`config.mk`:
```
export PLATFORM = sky130hd
export DESIGN_NAME = btn_input
export DESIGN_NICKNAME = d
export VERILOG_FILES = /design/src/rtl/btn_pkg.sv /design/src/rtl/btn_debounce_ch.sv /design/src/rtl/btn_input.sv
export SDC_FILE = /design/constraint.sdc
export NUM_CORES = 1
export LEC_CHECK = 0
export CAP_MARGIN = 20
export CORE_ASPECT_RATIO = 0.5
export CORE_UTILIZATION = 45
export DETAILED_ROUTE_END_ITERATION = 16
export PLACE_DENSITY = 0.61
export SLEW_MARGIN = 10
export SYNTH_ARGS = -nofsm -noshare
export SYNTH_HDL_FRONTEND = slang
export SYNTH_SLANG_ARGS = --single-unit
```
`constraint.sdc`:
```
create_clock -name clk -period 3.2 [get_ports clk]
set_input_delay 0.32 -clock clk [delete_from_list [all_inputs] [get_ports clk]]
set_output_delay 0.32 -clock clk [all_outputs]
set_load 0.02 [all_outputs]
```
`src/rtl/btn_pkg.sv`:
```
// Shared types and default timing constants for the debounced button input block.
package btn_pkg;

  typedef enum logic [1:0] {
    UP        = 2'd0,
    WAIT_DOWN = 2'd1,
    DOWN      = 2'd2,
    WAIT_UP   = 2'd3
  } btn_state_e;

  localparam int DEF_N_BTN       = 4;
  localparam int DEF_DB_CYCLES   = 500_000;
  localparam int DEF_LONG_CYCLES = 50_000_000;

endpackage

```
`src/rtl/btn_debounce_ch.sv`:
```
// One button channel: 2-flop synchronizer, debounce FSM and, when BTN_LONG_PRESS_EN
// is defined, a saturating hold timer that emits a single long-press pulse.
module btn_debounce_ch
  import btn_pkg::*;
#(
  parameter int DB_CYCLES = DEF_DB_CYCLES
`ifdef BTN_LONG_PRESS_EN
  , parameter int LONG_CYCLES = DEF_LONG_CYCLES
`endif
) (
  input  logic clk,
  input  logic rst,
  input  logic btn_i,
  output logic level_o,
  output logic press_o,
  output logic release_o
`ifdef BTN_LONG_PRESS_EN
  , output logic long_o
`endif
);

  localparam int              DB_W    = $clog2(DB_CYCLES);
  localparam logic [DB_W-1:0] DB_LAST = DB_W'(DB_CYCLES - 1);

  logic            sync1_q;
  logic            sync2_q;
  btn_state_e      state_q;
  logic [DB_W-1:0] cnt_q;
  logic            level_q;
  logic            press_q;
  logic            release_q;

  // Two-stage synchronizer for the asynchronous button level.
  always_ff @(posedge clk) begin
    if (rst) begin
      sync1_q <= 1'b0;
      sync2_q <= 1'b0;
    end else begin
      sync1_q <= btn_i;
      sync2_q <= sync1_q;
    end
  end

  // Debounce FSM; level and pulses are registered alongside the state change.
  always_ff @(posedge clk) begin
    if (rst) begin
      state_q   <= UP;
      cnt_q     <= '0;
      level_q   <= 1'b0;
      press_q   <= 1'b0;
      release_q <= 1'b0;
    end else begin
      press_q   <= 1'b0;
      release_q <= 1'b0;
      case (state_q)
        UP: begin
          if (sync2_q) begin
            state_q <= WAIT_DOWN;
            cnt_q   <= '0;
          end
        end
        WAIT_DOWN: begin
          if (!sync2_q) begin
            state_q <= UP;
          end else if (cnt_q == DB_LAST) begin
            state_q <= DOWN;
            level_q <= 1'b1;
            press_q <= 1'b1;
          end else begin
            cnt_q <= cnt_q + DB_W'(1);
          end
        end
        DOWN: begin
          if (!sync2_q) begin
            state_q <= WAIT_UP;
            cnt_q   <= '0;
          end
        end
        WAIT_UP: begin
          if (sync2_q) begin
            state_q <= DOWN;
          end else if (cnt_q == DB_LAST) begin
            state_q   <= UP;
            level_q   <= 1'b0;
            release_q <= 1'b1;
          end else begin
            cnt_q <= cnt_q + DB_W'(1);
          end
        end
        default: begin
          state_q <= UP;
          cnt_q   <= '0;
          level_q <= 1'b0;
        end
      endcase
    end
  end

  assign level_o   = level_q;
  assign press_o   = press_q;
  assign release_o = release_q;

`ifdef BTN_LONG_PRESS_EN
  localparam int                LONG_W    = $clog2(LONG_CYCLES);
  localparam logic [LONG_W-1:0] LONG_LAST = LONG_W'(LONG_CYCLES - 1);

  logic              enter_down_s;
  logic [LONG_W-1:0] hold_q;
  logic              long_done_q;
  logic              long_q;

  assign enter_down_s = (state_q == WAIT_DOWN) && sync2_q && (cnt_q == DB_LAST);

  // Hold timer: restarts on each accepted press, counts only while stable DOWN,
  // and saturates so the long pulse fires once per press.
  always_ff @(posedge clk) begin
    if (rst) begin
      hold_q      <= '0;
      long_done_q <= 1'b0;
      long_q      <= 1'b0;
    end else begin
      long_q <= 1'b0;
      if (enter_down_s) begin
        hold_q      <= '0;
        long_done_q <= 1'b0;
      end else if (state_q == DOWN) begin
        if (hold_q == LONG_LAST) begin
          if (!long_done_q) begin
            long_q      <= 1'b1;
            long_done_q <= 1'b1;
          end
        end else begin
          hold_q <= hold_q + LONG_W'(1);
        end
      end
    end
  end

  assign long_o = long_q;
`endif

endmodule

```
`src/rtl/btn_input.sv`:
```
// Multi-channel debounced button input, one btn_debounce_ch per channel.
// Define BTN_LONG_PRESS_EN to add the btn_long output and per-channel hold timers.
module btn_input
  import btn_pkg::*;
#(
  parameter int N_BTN       = DEF_N_BTN,
  parameter int DB_CYCLES   = DEF_DB_CYCLES,
  parameter int LONG_CYCLES = DEF_LONG_CYCLES
) (
  input  logic             clk,
  input  logic             rst,
  input  logic [N_BTN-1:0] btn_in,
  output logic [N_BTN-1:0] btn_level,
  output logic [N_BTN-1:0] btn_press,
  output logic [N_BTN-1:0] btn_release
`ifdef BTN_LONG_PRESS_EN
  , output logic [N_BTN-1:0] btn_long
`endif
);

  if ((N_BTN < 1) || (N_BTN > 8) || (DB_CYCLES < 2) || (LONG_CYCLES <= DB_CYCLES)) begin : g_bad_cfg
    $error("btn_input: invalid N_BTN / DB_CYCLES / LONG_CYCLES combination");
  end

  for (genvar i = 0; i < N_BTN; i++) begin : g_ch
    btn_debounce_ch #(
      .DB_CYCLES   (DB_CYCLES)
`ifdef BTN_LONG_PRESS_EN
      , .LONG_CYCLES (LONG_CYCLES)
`endif
    ) u_ch (
      .clk       (clk),
      .rst       (rst),
      .btn_i     (btn_in[i]),
      .level_o   (btn_level[i]),
      .press_o   (btn_press[i]),
      .release_o (btn_release[i])
`ifdef BTN_LONG_PRESS_EN
      , .long_o    (btn_long[i])
`endif
    );
  end

endmodule

```
==> results of run 1 <==
[layer usage]
layer / up-vias / routed length [um] / GRT usage [%]
li1: 2129 / - / -
met1: 1883 / 5370 / 26.0
met2: 51 / 4300 / 27.3
met3: 4 / 317 / 4.41
met4: 0 / 27 / 3.37
met5: - / 0 / 0
[registers in the layout, indices dropped and copies added (netlist names), named ones only]
signal               cells
g_ch.u_ch.release_o      4
g_ch.u_ch.sync2_q        4
g_ch.u_ch.state_q        4
g_ch.u_ch.sync1_q        4
g_ch.u_ch.press_o        4
g_ch.u_ch.level_o        4
g_ch.u_ch.cnt_q         76
[Yosys cell counts (all sizes together), types with 3 or more instances]
cell | count | area share, %
o211ai | 5 | 0.74
clkbuf | 14 | 1.2
nor2 | 51 | 3.8
nor3 | 14 | 1.4
and3 | 17 | 2.1
xnor2 | 21 | 3.8
nand4 | 25 | 3.1
o41ai | 3 | 0.52
xor2 | 17 | 3.1
o21ai | 29 | 2.9
a31oi | 6 | 0.74
or3 | 15 | 1.9
ha | 4 | 0.99
nand2 | 46 | 3.4
mux2i | 7 | 1.4
a22oi | 3 | 0.45
a21oi | 39 | 3.9
dfxtp | 104 | 41
nor2b | 11 | 1.4
nand3b | 5 | 0.74
nand3 | 27 | 2.7
nor4bb | 4 | 0.79
nand2b | 5 | 0.67
inv | 13 | 0.97
buf | 19 | 3.0
and2 | 6 | 0.74
and4 | 8 | 1.4
or2 | 3 | 0.37
nor4b | 7 | 1.3
a21o | 4 | 0.62
o31ai | 6 | 1.2
nor4 | 12 | 1.9
or4 | 14 | 2.2
[power groups by stage]
stage	clock [uW]	combinational, uW	sequential, uW
after global placement	0	87.9	1350
after detailed placement	0	88.3	1350
final	1130	87.3	1320
after CTS	1160	88.5	1320
after global routing	1220	97.4	1320
after floorplan	0	72.0	1340
[worst max path at each step]
stage | slack, ns | endpoint | from | depth (start not counted)
after global placement | 1.05 | g_ch[0].u_ch.cnt_q[5]$_SDFFE_PP0P_ | g_ch[0].u_ch.cnt_q[0]$_SDFFE_PP0P_ | 6
after CTS | 1.02 | g_ch[0].u_ch.cnt_q[3]$_SDFFE_PP0P_ | g_ch[0].u_ch.cnt_q[0]$_SDFFE_PP0P_ | 6
final | 0.99 | g_ch[0].u_ch.cnt_q[5]$_SDFFE_PP0P_ | g_ch[0].u_ch.cnt_q[0]$_SDFFE_PP0P_ | 6
after detailed placement | 1.03 | g_ch[0].u_ch.cnt_q[4]$_SDFFE_PP0P_ | g_ch[0].u_ch.cnt_q[0]$_SDFFE_PP0P_ | 6
after global routing | 0.87 | g_ch[0].u_ch.cnt_q[3]$_SDFFE_PP0P_ | g_ch[0].u_ch.cnt_q[0]$_SDFFE_PP0P_ | 6
after floorplan | 1.37 | g_ch[1].u_ch.cnt_q[17]$_SDFFE_PP0P_ | g_ch[1].u_ch.cnt_q[9]$_SDFFE_PP0P_ | 7
[placed cells by master (no fill, tap or decap), types with 16 or more instances in the layout]
cell type	n
dfxtp_1	104
xor2_1	16
xnor2_1	20
clkdlybuf4s50_1	16
and3_1	16
nand2_1	46
nand4_1	25
o21ai_0	26
nand3_1	27
nor2_1	51
a21oi_1	38
[worst reg2reg max path, stage by stage, from the launching register on]
cell and delay [ns]:
dfxtp_1 0.48, ha_1 0.29, nand2_1 0.20, or4_1 0.52, o31ai_4 0.35, or4_1 0.17
a21oi_1 0.06
[cell type report]
cell class                 instances  area [um^2]
multi-input combinational        434         2710
tap                              140          175
timing repair buffer              18          173
inverter                          13         48.8
clock inverter                     5         63.8
fill                            1000         5080
sequential                       104         2080
clock buffer                      11          243
[metrics by stage]
| step | util, % | hold WS, ns | total power (uW) | cell area (um^2) | std cells |
|---|---|---|---|---|---|
| floorplan | - | 0.414 | 1410 | 5050 | 584 |
| global placement | 49.1 | 0.417 | 1440 | 5190 | 709 |
| detailed placement | 49.1 | 0.431 | 1440 | 5190 | 709 |
| CTS | 52.0 | 0.415 | 2570 | 5500 | 725 |
| global route | 52.0 | 0.453 | 2640 | 5500 | 725 |
| finish | 52.0 | 0.427 | 2530 | 5500 | 725 |
[kinds of logic (layout without fill, tap and decap cells)]
kind of cell	after synthesis	count (layout)	synth area share, %
and+or+nand+nor	277	277	31.1
AOI/OAI and AO/OA	107	107	13.1
DFF	104	104	41.2
buffers and inverters	46	47	5.17
xor gates and xnor gates	38	38	6.88
muxes	8	8	1.61
adders and majority gates	4	4	0.990
==> flow_summary.toml, run 1 <==
[critical_path]
cpPeakStageDelay_ns = 0.52
r2r_start = "g_ch[0].u_ch.cnt_q[0]$_SDFFE_PP0P_"
path_class = "flip-flop to flip-flop"
cp_cell_sequence = "ha_1 -> nand2_1 -> or4_1 -> o31ai_4 -> or4_1 -> a21oi_1"
cp_data_required_time_ns = 3.41
rrSetupSlack_ns = 0.99
cp_num_buf_inv = 0
crit_family = "simple AND/OR/NAND/NOR gates"
rr_endpoint = "g_ch[0].u_ch.cnt_q[5]$_SDFFE_PP0P_"
cpMostUsedCell = "or4_1"
ff2ff_path_depth = 6
worstSetupStartpointType = "flip-flop"
cp-end-kind = "flip-flop"
worstPathMaxFanout = 9
slowest_stage = "or4_1"
cp.arrival_ns = 2.41

[clocking]
clk_pin_slew_ns = 0.07
insertion_delay_ns = 0.34
cts_resized = 0
postCtsSetupRepairBufs = 0
cts_buffers = 9
tritoncts = "yes"
h-tree-depth = 3
clock_sinks = 104
cts_hold_repair.buffers = 0
cts_root_buf = "clkbuf_16"
cts_buffer_depth = 2

[floorplan]
core_area_mm2 = 0.0106
chipHeight_um = 76.9
dieArea_mm2 = 0.0117
die_x_um = 152
row_count = 26
initial_core_util_pct = 47.8
pin_count = 18

[timing]
fin_crit_sh_pct = 68.9
period_needed_ns = 2.21
finalClockSkew_ns = 0.00806
setup_ws_ns = 0.994
maxSlewViolCount = 0
worstMarginPinSlew_ns = 1.01
setup_violations = 0
fmax_ghz = 0.453
final_hold_viol_count = 0
max_slew_margin_pct = 32.8
tns_ns = 0
rsz0062_at_grt = "false"

[synth]
synth-main-ff-cell = "dfxtp_1"
yosysWarnings = 0
synth_seq_area_share_pct = 41.2
ys_async_sr_fraction_pct = 0
synthCells = 584
syn_area_mm2 = 0.00505
syn_avg_cell_area_um2 = 8.66
syn_nets = 594
synth_seq_cells = 104
synth-edff-count = 0
synth_cell_type_count = 65

[pwr]
clkPwrFrac_pct = 44.5
swShare_pct = 22.0
p_int_uw = 1980
p_seq_share_pct = 52.1
p_per_area_mw_per_mm2 = 460
power_frac_comb_pct = 3.4
ir_drop_v = 0.000213
p_switching_uw = 556
leakage_uw = 0.00178

[grt]
grt_usage_pct = 18.1
grt_pass1_vias = 3631
grt-ovfl-total = 0
grt_max_degree = 29
antenna_found_initial = 0
grt_pass1_wl_um = 17600

[drt]
wl_per_cell_um = 13.8
dr.first_iter.drc_count = 242
routed_via_density = 5.61
drt_pass1_iterations = 5
via_count = 4067
drc = 0
wl_um = 10000
ant_nets = 0

[outcome]
status = "complete, no violations"

[min_path]
hold_path.class = "input pin to flip-flop"
hold_start = "rst"
hold_depth = 2

[placed_design]
hpwl_um = 6870
io_buffer_count = 17
place_congestion = 0.801
dpl_worst_slack_ns = 1.03

[flow_run]
max_cap_viol_count = 0

[cells_and_area]
syn2layout_area_growth_pct = 8.74
layout.nets = 590
antenna_cells = 0
drive_above_1_share_pct = 6.32
Power figures use the tool's default switching activity.
==> run 2, diff against run 1 <==
==> constraint.sdc (replaced) <==
create_clock -name clk -period 2.2 [get_ports clk]
set_input_delay 0.22 -clock clk [delete_from_list [all_inputs] [get_ports clk]]
set_output_delay 0.22 -clock clk [all_outputs]
set_load 0.02 [all_outputs]
==> flow_summary.toml, run 2 (synthesis gave the netlist of run 1 again) <==
[outcome]
status = "complete, no violations"

[cells_and_area]
drive_above_1_share_pct = 9.47
n_fill_cell = 961
layout.nets = 607
antenna_cells = 0
largest-register = "g_ch.u_ch.cnt_q"
final_common_cell = "dfxtp_1"
largest_reg_flops = 76
final_cell_mix = "104 x dfxtp_1, 51 x nor2_1, 46 x nand2_1"
syn2layout_area_growth_pct = 12.0

[grt]
grt_pass1_vias = 3704
grt_max_degree = 27
antenna_found_initial = 0
grt_pass1_wl_um = 17400
grt-ovfl-total = 0
grt_usage_pct = 18.0

[critical_path]
cp.arrival_ns = 2.18
cp-end-kind = "flip-flop"
rr_endpoint = "g_ch[1].u_ch.cnt_q[3]$_SDFFE_PP0P_"
slowest_stage = "or4_4"
worstSetupStartpointType = "flip-flop"
ff2ff_path_depth = 5
cp_cell_sequence = "or4_4 -> nor4_4 -> and3_2 -> or3_2 -> a21oi_1"
path_class = "flip-flop to flip-flop"
rrSetupSlack_ns = 0.24
crit_family = "simple AND/OR/NAND/NOR gates"
cp_data_required_time_ns = 2.42
r2r_start = "g_ch[1].u_ch.cnt_q[5]$_SDFFE_PP0P_"
worstPathMaxFanout = 8
cpPeakStageDelay_ns = 0.58
crit_cells = 5
cp_num_buf_inv = 0

[min_path]
min_to = "g_ch[0].u_ch.state_q[0]$_SDFFE_PP0P_"
hold_start = "rst"
hold_depth = 2
hold_path.class = "input pin to flip-flop"

[pwr]
swShare_pct = 21.8
clkPwrFrac_pct = 46.5
ir_drop_v = 0.000395
p_per_area_mw_per_mm2 = 677
p_int_uw = 3000
leakage_uw = 0.00187
p_switching_uw = 837
power_frac_comb_pct = 3.6
p_seq_share_pct = 49.9

[drt]
via_count = 4087
wl_per_cell_um = 13.5
dr.first_iter.drc_count = 224
drc = 0
wl_um = 10000
drt_pass1_iterations = 4
ant_nets = 0
routed_via_density = 5.51

[clocking]
cts_buffer_depth = 2
postCtsSetupRepairBufs = 0
h-tree-depth = 3
clk_pin_slew_ns = 0.07
clock_sinks = 104
insertion_delay_ns = 0.34
tritoncts = "yes"
cts_hold_repair.buffers = 0
cts_resized = 0
cts_buffers = 9
cts_root_buf = "clkbuf_16"

[floorplan]
chipHeight_um = 76.9
initial_core_util_pct = 47.8
pin_count = 18
row_count = 26
core_area_mm2 = 0.0106
dieArea_mm2 = 0.0117
die_x_um = 152

[timing]
maxSlewViolCount = 0
finalClockSkew_ns = 0.00993
setup_violations = 0
period_needed_ns = 1.96
tns_ns = 0
rsz0062_at_grt = "false"
final_hold_viol_count = 0
setup_ws_ns = 0.237
fmax_ghz = 0.509
max_slew_margin_pct = 50.3
worstMarginPinSlew_ns = 0.745
fin_crit_sh_pct = 89.2

[flow_run]
max_cap_viol_count = 0

[placed_design]
hpwl_um = 7000
place_congestion = 0.822
dpl_worst_slack_ns = 0.189
io_buffer_count = 17
-- run 2: how the worst max path moves through the flow --
| stage | startpoint | end | slack [ns] |
|---|---|---|---|
| finish | g_ch[1].u_ch.cnt_q[5]$_SDFFE_PP0P_ | g_ch[1].u_ch.cnt_q[3]$_SDFFE_PP0P_ | 0.24 |
| detailed placement | g_ch[1].u_ch.cnt_q[5]$_SDFFE_PP0P_ | g_ch[1].u_ch.cnt_q[3]$_SDFFE_PP0P_ | 0.19 |
| global route | g_ch[2].u_ch.cnt_q[4]$_SDFFE_PP0P_ | g_ch[2].u_ch.press_o$_SDFF_PP0_ | 0.08 |
| CTS | g_ch[1].u_ch.cnt_q[5]$_SDFFE_PP0P_ | g_ch[1].u_ch.cnt_q[3]$_SDFFE_PP0P_ | 0.17 |
| global placement | g_ch[1].u_ch.cnt_q[5]$_SDFFE_PP0P_ | g_ch[1].u_ch.cnt_q[4]$_SDFFE_PP0P_ | 0.25 |
| floorplan | g_ch[1].u_ch.cnt_q[9]$_SDFFE_PP0P_ | g_ch[1].u_ch.cnt_q[17]$_SDFFE_PP0P_ | 0.37 |
-- run 2: per-stage QoR --
step                      cell area (um^2)  hold WS [ns]  total power, uW  cells  util [%]
final                                 5660         0.257             3840    742      53.6
after global routing                  5660         0.256             3970    742      53.6
after CTS                             5660         0.239             3880    742      53.5
after detailed placement              5320         0.422             2100    726      50.3
after global placement                5320         0.418             2100    726      50.3
after floorplan                       5050         0.348             2060    584         -
-- run 2: final cells by class --
cell class | count | area, um^2 | area share (%)
repair buffers | 35 | 300 | 5.30
flip-flops and latches | 104 | 2080 | 36.8
inverters | 13 | 48.8 | 0.862
clock inverters | 6 | 98.8 | 1.75
multi-input cells | 434 | 2720 | 48.0
clock buffers | 10 | 239 | 4.22
well taps | 140 | 175 | 3.09
-- run 2: power groups by stage --
stage / clock network, uW / registers, uW / logic [uW]
2_1_floorplan: 0 / 1950 / 105
3_3_place_gp: 0 / 1960 / 139
3_5_place_dp: 0 / 1960 / 139
4_1_cts: 1820 / 1920 / 139
5_1_grt: 1900 / 1920 / 153
6_report: 1780 / 1920 / 138
-- run 2: routing by layer --
metal,global-route usage (%),vias up,share of wire [%]
met5,0,-,0
met4,5.20,0,0.40
met3,3.96,5,3.4
met2,27.9,60,43
met1,25.0,1874,53
li1,-,2148,-
==> run 3, diff against run 2 <==
--- a/config.mk
+++ b/config.mk
@@ -7,9 +7,9 @@
 export LEC_CHECK = 0
 export CAP_MARGIN = 20
 export CORE_ASPECT_RATIO = 0.5
-export CORE_UTILIZATION = 45
+export CORE_UTILIZATION = 40
 export DETAILED_ROUTE_END_ITERATION = 16
-export PLACE_DENSITY = 0.61
+export PLACE_DENSITY = 0.55
 export SLEW_MARGIN = 10
 export SYNTH_ARGS = -nofsm -noshare
 export SYNTH_HDL_FRONTEND = slang
==> flow_summary.toml, run 3 (synthesis gave the netlist of run 1 again) <==
[drt]
via_count = 4096
wl_um = 10500
routed_via_density = 5.32
ant_nets = 0
drt_pass1_iterations = 4
wl_per_cell_um = 13.7
dr.first_iter.drc_count = 212
drc = 0

[critical_path]
critPathLaunch = "g_ch[1].u_ch.cnt_q[5]$_SDFFE_PP0P_"
cpPeakStageDelay_ns = 0.58
cp.arrival_ns = 2.21
rr_endpoint = "g_ch[1].u_ch.cnt_q[3]$_SDFFE_PP0P_"
cp_data_required_time_ns = 2.42
ff2ff_path_depth = 5
worstPathMaxFanout = 8
slowest_stage = "or4_4"
worstSetupStartpointType = "flip-flop"
r2r_start = "g_ch[1].u_ch.cnt_q[5]$_SDFFE_PP0P_"
cp-end-kind = "flip-flop"
rrSetupSlack_ns = 0.22
critPathCapture = "g_ch[1].u_ch.cnt_q[3]$_SDFFE_PP0P_"
path_class = "flip-flop to flip-flop"
cp_cell_sequence = "or4_4 -> nor4_4 -> and3_1 -> or3_2 -> a21oi_1"

[timing]
finalClockSkew_ns = 0.0113
fmax_ghz = 0.504
final_hold_viol_count = 0
setup_ws_ns = 0.216
worstMarginPinSlew_ns = 0.757
setup_violations = 0
tns_ns = 0
fin_crit_sh_pct = 90.2
maxSlewViolCount = 0
max_slew_margin_pct = 49.5
period_needed_ns = 1.98
rsz0062_at_grt = "false"

[grt]
grt_pass1_vias = 3753
grt_usage_pct = 17.4
grt_pass1_wl_um = 18600
grt-ovfl-total = 0
grt_max_degree = 24
antenna_found_initial = 0

[pwr]
finalPower_uw = 3620
ir_drop_v = 0.000331
p_per_area_mw_per_mm2 = 639
leakage_uw = 0.00186

[floorplan]
die_x_um = 161
core_area_mm2 = 0.0121
row_count = 28
pin_count = 18
chipHeight_um = 81.5
initial_core_util_pct = 41.9
dieArea_mm2 = 0.0131

[clocking]
cts_buffer_depth = 2
insertion_delay_ns = 0.35
h-tree-depth = 3
cts_buffers = 9
cts_hold_repair.buffers = 0
tritoncts = "yes"
clk_pin_slew_ns = 0.07
clock_sinks = 104
cts_root_buf = "clkbuf_16"

[cells_and_area]
layout.nets = 610
n_fill_cell = 1178
utilization_pct = 47.1
final_cell_mix = "104 x dfxtp_1, 51 x nor2_1, 46 x nand2_1"
final_common_cell = "dfxtp_1"
largest-register = "g_ch.u_ch.cnt_q"
antenna_cells = 0
largest_reg_flops = 76
drive_above_1_share_pct = 9.75
syn2layout_area_growth_pct = 12.2

[flow_run]
max_cap_viol_count = 0

[placed_design]
io_buffer_count = 17
dpl_worst_slack_ns = 0.242
hpwl_um = 7490
place_congestion = 0.953

[min_path]
hold_path.class = "input pin to flip-flop"

[outcome]
status = "complete, no violations"
==> run 3: changes by cell type in the layout (fill, tap and decap cells not counted), sizes merged <==
cell      before  now
buf           19   22
bufinv         2    0
clkbuf        10   11
clkinvlp       0    2
inv           15   14
==> run 3: area by class of cell <==
class	count	area, um^2	share of cell area, %
Inverter	13	48.8	0.861
Multi-Input combinational cell	434	2720	47.9
Clock inverter	5	40.0	0.706
Sequential cell	104	2080	36.7
Timing Repair Buffer	38	323	5.69
Tap cell	165	206	3.64
Clock buffer	11	253	4.46
==> run 3: worst min-delay path by stage <==
| stage | from | to | slack, ns | cells after the start |
|---|---|---|---|---|
| finish | rst | g_ch[3].u_ch.cnt_q[18]$_SDFFE_PP0P_ | 0.32 | 3 |
| CTS | rst | g_ch[3].u_ch.cnt_q[18]$_SDFFE_PP0P_ | 0.31 | 3 |
| detailed placement | g_ch[3].u_ch.sync1_q$_SDFF_PP0_ | g_ch[3].u_ch.sync2_q$_SDFF_PP0_ | 0.42 | 1 |
| floorplan | btn_in[0] | g_ch[0].u_ch.sync1_q$_SDFF_PP0_ | 0.35 | 1 |
| global placement | g_ch[2].u_ch.sync1_q$_SDFF_PP0_ | g_ch[2].u_ch.sync2_q$_SDFF_PP0_ | 0.42 | 1 |
| global route | rst | g_ch[3].u_ch.cnt_q[16]$_SDFFE_PP0P_ | 0.36 | 3 |
==> run 3: routing by layer <==
metal  global-route usage, %  vias up  routed length (um)
li1                        -     2151                   -
met3                    4.09        9                 316
met2                    26.5       43                4480
met4                    4.91        0                  99
met1                    24.7     1893                5640
met5                       0        -                   0
==> run 3: timing repair <==
item                                    CTS  global route
endpoints found under the setup margin    0             1
setup buffers                             0             0
resized for setup                         0             1
==> run 3: power by group <==
group	internal [uW]	switching, uW	total (uW)
clock network	838	727	1570
registers	1900	17.2	1920
logic	56.6	85.3	142
==> run 3: stage by stage <==
step | area (um^2) | hold WS (ns) | std cells
after global routing | 5670 | 0.357 | 770
after global placement | 5370 | 0.420 | 754
after CTS | 5660 | 0.306 | 770
after detailed placement | 5370 | 0.422 | 754
final | 5670 | 0.323 | 770
after floorplan | 5050 | 0.348 | 584
==> run 3: critical path: cells and delay by family, from the launching register on <==
family	cells	cell delay [ns]
AND/OR/NAND/NOR	4	1.42
AO/OA/AOI/OAI	1	0.05
flip-flops	1	0.38
